$ cat config.mk
export PLATFORM = sky130hd
export DESIGN_NAME = timer_compare
export DESIGN_NICKNAME = d
export VERILOG_FILES = /design/src/rtl/timer_compare_pkg.sv /design/src/rtl/count_seq_monitor.sv /design/src/rtl/timer_compare.sv
export SDC_FILE = /design/constraint.sdc
export NUM_CORES = 1
export LEC_CHECK = 0
export CORE_MARGIN = 2
export CORE_UTILIZATION = 48
export CTS_CLUSTER_SIZE = 20
export DETAILED_ROUTE_END_ITERATION = 8
export GPL_ROUTABILITY_DRIVEN = 1
export PLACE_DENSITY = 0.89
export RECOVER_POWER = 100
export SYNTH_ARGS = -nofsm -noshare
export SYNTH_HDL_FRONTEND = slang
export SYNTH_HIERARCHICAL = 1
export SYNTH_SLANG_ARGS = --single-unit
export TNS_END_PERCENT = 5
$ cat constraint.sdc
create_clock -name clk -period 2.01 [get_ports clk]
set_input_delay 0.402 -clock clk [delete_from_list [all_inputs] [get_ports clk]]
set_output_delay 0.402 -clock clk [all_outputs]
set_load 0.1 [all_outputs]
$ cat src/rtl/timer_compare_pkg.sv
// Shared types and default widths for the timer_compare block.
package timer_compare_pkg;

    typedef enum logic [1:0] {
        IDLE  = 2'd0,
        ARMED = 2'd1,
        FIRED = 2'd2
    } state_t;

    localparam int CNT_W_DEF = 8;
    localparam int EXT_W_DEF = 8;

endpackage

$ cat src/rtl/count_seq_monitor.sv
// Watches the upstream count/overflow stream and latches a sticky error on any
// step that is not hold, +1 or return-to-zero, or on an overflow away from all-ones.
module count_seq_monitor
    import timer_compare_pkg::*;
#(
    parameter int CNT_W = CNT_W_DEF
) (
    input  logic             clk,
    input  logic             rst,
    input  logic [CNT_W-1:0] count_i,
    input  logic             overflow_i,
    output logic             seq_err
);

    logic [CNT_W-1:0] prev_q;
    logic             prev_valid;
    logic [CNT_W-1:0] prev_inc;
    logic             step_ok;
    logic             ovf_bad;

    assign prev_inc = prev_q + 1'b1;
    // Zero is always accepted: the upstream counter may have been reset.
    assign step_ok  = (count_i == prev_q) || (count_i == prev_inc) || (count_i == '0);
    assign ovf_bad  = overflow_i && !(&count_i);

    always_ff @(posedge clk) begin
        if (rst) begin
            prev_q     <= '0;
            prev_valid <= 1'b0;
            seq_err    <= 1'b0;
        end else begin
            prev_q     <= count_i;
            prev_valid <= 1'b1;
            if ((prev_valid && !step_ok) || ovf_bad)
                seq_err <= 1'b1;
        end
    end

endmodule

$ cat src/rtl/timer_compare.sv
// Extends an upstream counter into a timestamp and provides a one-shot compare alarm.
// Define TIMER_CMP_AUTO_REARM_EN to add period_i and periodic re-arming on acknowledge.
module timer_compare
    import timer_compare_pkg::*;
#(
    parameter  int CNT_W = CNT_W_DEF,
    parameter  int EXT_W = EXT_W_DEF,
    localparam int TS_W  = CNT_W + EXT_W
) (
    input  logic            clk,
    input  logic            rst,
    input  logic [CNT_W-1:0] count_i,
    input  logic            overflow_i,
    input  logic            cmp_wr,
    input  logic [TS_W-1:0] cmp_data,
    input  logic            arm,
    input  logic            disarm,
    input  logic            irq_ack,
`ifdef TIMER_CMP_AUTO_REARM_EN
    input  logic [TS_W-1:0] period_i,
`endif
    output logic [TS_W-1:0] timestamp,
    output logic            irq,
    output logic [1:0]      state_o,
    output logic            ext_ovf,
    output logic            seq_err
);

    logic [EXT_W-1:0] ext_q;
    logic [TS_W-1:0]  cmp_q;
    state_t           state;
    logic             match;

    // ext_q bumps on the overflow edge, so the following count=0 already sees it.
    assign timestamp = {ext_q, count_i};
    assign match     = (timestamp == cmp_q);
    assign state_o   = state;

    always_ff @(posedge clk) begin
        if (rst) begin
            ext_q   <= '0;
            ext_ovf <= 1'b0;
            cmp_q   <= '0;
            state   <= IDLE;
            irq     <= 1'b0;
        end else begin
            if (overflow_i) begin
                ext_q <= ext_q + 1'b1;
                if (&ext_q)
                    ext_ovf <= 1'b1;
            end

            case (state)
                IDLE: begin
                    if (cmp_wr)
                        cmp_q <= cmp_data;
                    if (arm)
                        state <= ARMED;
                end
                ARMED: begin
                    if (disarm) begin
                        state <= IDLE;
                    end else if (match) begin
                        state <= FIRED;
                        irq   <= 1'b1;
                    end
                end
                FIRED: begin
                    if (irq_ack) begin
                        irq <= 1'b0;
`ifdef TIMER_CMP_AUTO_REARM_EN
                        if (disarm) begin
                            state <= IDLE;
                        end else begin
                            cmp_q <= cmp_q + period_i;
                            state <= ARMED;
                        end
`else
                        state <= IDLE;
`endif
                    end
                end
                default: begin
                    state <= IDLE;
                    irq   <= 1'b0;
                end
            endcase
        end
    end

    count_seq_monitor #(
        .CNT_W(CNT_W)
    ) u_seq_mon (
        .clk       (clk),
        .rst       (rst),
        .count_i   (count_i),
        .overflow_i(overflow_i),
        .seq_err   (seq_err)
    );

endmodule

==> reports/qor.csv <==
stage;metric;value;unit
clock_tree;numCtsBuffers;5;
power_and_ir_drop;p_sw;0.000543;W
yosys;synth_seq_cells;38;
timing;hold_viol;0;
yosys;synth.area.top_cells;dfxtp_1, xor2_1, nand2_1, a21oi_1, buf_4;
global_routing;grtUsageTotal;0.240;
clock_tree;clockRootBuffer;clkbuf_8;
route;drt_first_iter_violations;126;
power_and_ir_drop;leakage;1.11;nW
yosys;yosysTopAreaCell;dfxtp_1;
final_layout;seqCellArea;761;um^2
min_path;hold_path_class;register to register;
power_and_ir_drop;power.internal;0.00123;W
global_routing;grt_pass1_wl;7940;um
power_and_ir_drop;sw_frac_of_total;0.306;
placement;placed_cell_area;2630;um^2
route;route.vias.total;1774;
status;status;finished clean;
route;ant_nets;0;
power_and_ir_drop;p_seq_frac;0.464;
placement;dp_cells;327;
yosys;synthesis.area;1900;um^2
global_routing;gr-total-overflow;0;
final_layout;multiInputGateArea;1010;um^2
floorplanning;die_y;66.9;um
timing;tightest_slew;0.632;ns
floorplanning;placementRows;22;
placement;dp_hpwl;3540;um
timing;finalMaxSlewViolations;0;
setup_path;cp-start-kind;primary input;
power_and_ir_drop;pwr-share-comb;0.244;
floorplanning;core-area;3740;um^2
clock_tree;cts_tree;built;
clock_tree;clock_latency;0.30;ns
timing;rsz0062_at_grt;no;
clock_tree;cts_max_path_buffers;2;
timing;slew-limit-headroom;0.579;
final_layout;fill_cells;309;
job;cap_viol_max_count;0;
route;dr.pass1.iters;4;
yosys;yosysWarningCount;6;
power_and_ir_drop;peakVddDrop;493;uV
clock_tree;post_cts_buffers;0;
power_and_ir_drop;power_frac_clock;0.292;
yosys;syn_inst;224;
yosys;ys_seq_area_frac;0.400;
yosys;yosysUniqueCellTypes;40;
floorplanning;die_area;4480;um^2
clock_tree;hold_buffers;0;
floorplanning;ios;52;
placement;gp_congestion;0.830;
global_routing;first_global_vias;1712;
yosys;syn_area_per_cell;8.48;um^2
timing;clock_skew;0.00708;ns
timing;post-route-period-util;0.943;
power_and_ir_drop;powerDensity;685;nW/um^2
timing;timing.fmax;0.527;GHz
clock_tree;cts_sinks;38;
route;via_per_inst;5.33;
global_routing;antenna_found_initial;0;
yosys;synth_top_area_frac;0.400;
clock_tree;htreeDepth;2;
yosys;synth_fp_nets;257;
final_layout;nNetsFinal;319;
clock_tree;ctsResizeCount;0;
final_layout;n_antenna_cell;0;
floorplanning;die_w;66.9;um
floorplanning;initial_core_util;0.508;
timing;setup-violations-final;0;
route;wirelength;4710;um
clock_tree;path_clk_slew;0.06;ns
yosys;synth-edff-count;0;
global_routing;grt_max_degree;33;
yosys;synth_flop_cell;dfxtp_1;
yosys;yosysMostFrequentCell;dfxtp_1;
timing;tns;0;ns
final_layout;areaGrowthSynthToFinish;36.5;%
yosys;synth-async-reset-ratio;0;
yosys;netlist_top_cells_count;dfxtp_1, nand2_1, xor2_1, a21oi_1, nor2_1;
final_layout;stdcell_count;333;
route;avgRoutedWirePerCell;14.1;um
timing;period_minus_slack;1.90;ns
final_layout;drive_above_1_share;0.165;
setup_path;crit_type;primary input to output port;
setup_path;path_max_fanout;5;
final_layout;stdcell_area;2590;um^2
placement;port-buffer-count;51;
route;drc;0;
setup_path;crit_path_end_kind;output port;
setup_path;required;1.61;ns
setup_path;arrival;1.49;ns
-- worst paths after layout --
check | start | to | slack (ns) | cells past startpoint
min reg2reg | cmp_q[3]$_SDFFE_PP0P_ | cmp_q[3]$_SDFFE_PP0P_ | 0.47 | 2
max reg2reg | u_seq_mon/prev_q[0]$_SDFF_PP0_ | u_seq_mon/seq_err$_SDFFE_PP0P_ | 0.28 | 6
max | count_i[4] | timestamp[4] | 0.11 | 3
min | cmp_q[3]$_SDFFE_PP0P_ | cmp_q[3]$_SDFFE_PP0P_ | 0.47 | 2
-- critical path, stage by stage --
cell	delay [ns]
dlygate4sd3_1	0.68
clkbuf_1	0.21
buf_12	0.20
-- cells in the final DEF, fill, tap and decap left out, types with 2 or more instances in the layout --
cell type        count
dlygate4sd3_1        7
xor2_1              28
and2_1               2
clkbuf_2            14
buf_12               8
dfxtp_1             38
nand3b_1             3
nor2b_1              7
nor4_1               6
nand2_1             36
a21oi_1             17
and4_1               3
buf_4               15
clkdlybuf4s50_1     23
nor2_1              16
xnor2_1              5
clkbuf_8             6
o211ai_1             2
o21ai_0              6
nand4_1              6
inv_1                6
nand3_1              6
clkbuf_1             4
a31oi_1              2
ha_1                 2
-- layer usage --
layer	GRT usage	vias up	part of all wire
met5	0	-	0
met4	0.133	0	0.023
met3	0.0557	9	0.049
met2	0.386	53	0.50
met1	0.295	831	0.43
li1	-	881	-
-- cells by family (layout without fill, tap and decap cells) --
| kind of cell | count (synthesis) | count (layout) | synth area share |
|---|---|---|---|
| and+or+nand+nor | 93 | 93 | 0.246 |
| DFF | 38 | 38 | 0.400 |
| AOI/OAI and AO/OA | 34 | 34 | 0.107 |
| xor gates and xnor gates | 34 | 34 | 0.161 |
| buffers and inverters | 22 | 83 | 0.0678 |
| adders and majority gates | 2 | 2 | 0.0132 |
| muxes | 1 | 1 | 0.00527 |
-- final cells by class --
| cell class | instances | area share |
|---|---|---|
| clock buffer | 6 | 0.0318 |
| inverter | 6 | 0.00868 |
| multi-input combinational | 164 | 0.390 |
| sequential | 38 | 0.293 |
| tap | 48 | 0.0231 |
| timing repair buffer | 71 | 0.254 |
-- power groups by stage --
stage / clock (W) / combinational (W) / sequential, W
CTS: 0.000526 / 0.000453 / 0.000825
global placement: 0 / 0.000437 / 0.000841
global route: 0.000554 / 0.000465 / 0.000829
floorplan: 0 / 0.000216 / 0.000888
finish: 0.000519 / 0.000434 / 0.000825
detailed placement: 0 / 0.000449 / 0.000843
-- metrics by stage --
step / power [W] / utilization / hold WS (ns) / setup WS, ns
global route: 0.00185 / 0.693 / 0.493 / 0.0435
global placement: 0.00128 / 0.701 / 0.453 / -0.0110
finish: 0.00178 / 0.693 / 0.471 / 0.114
detailed placement: 0.00129 / 0.701 / 0.460 / -0.0571
floorplan: 0.00110 / - / 0.445 / 0.113
CTS: 0.00180 / 0.723 / 0.470 / 0.137
-- registers in the layout, indices dropped and copies added, names as in the netlist --
name / count
u_seq_mon/prev_q: 8
u_seq_mon/prev_valid: 1
ext_ovf: 1
state_o: 2
irq: 1
cmp_q: 16
ext_q: 8
u_seq_mon/seq_err: 1
Power figures use the tool's default switching activity.
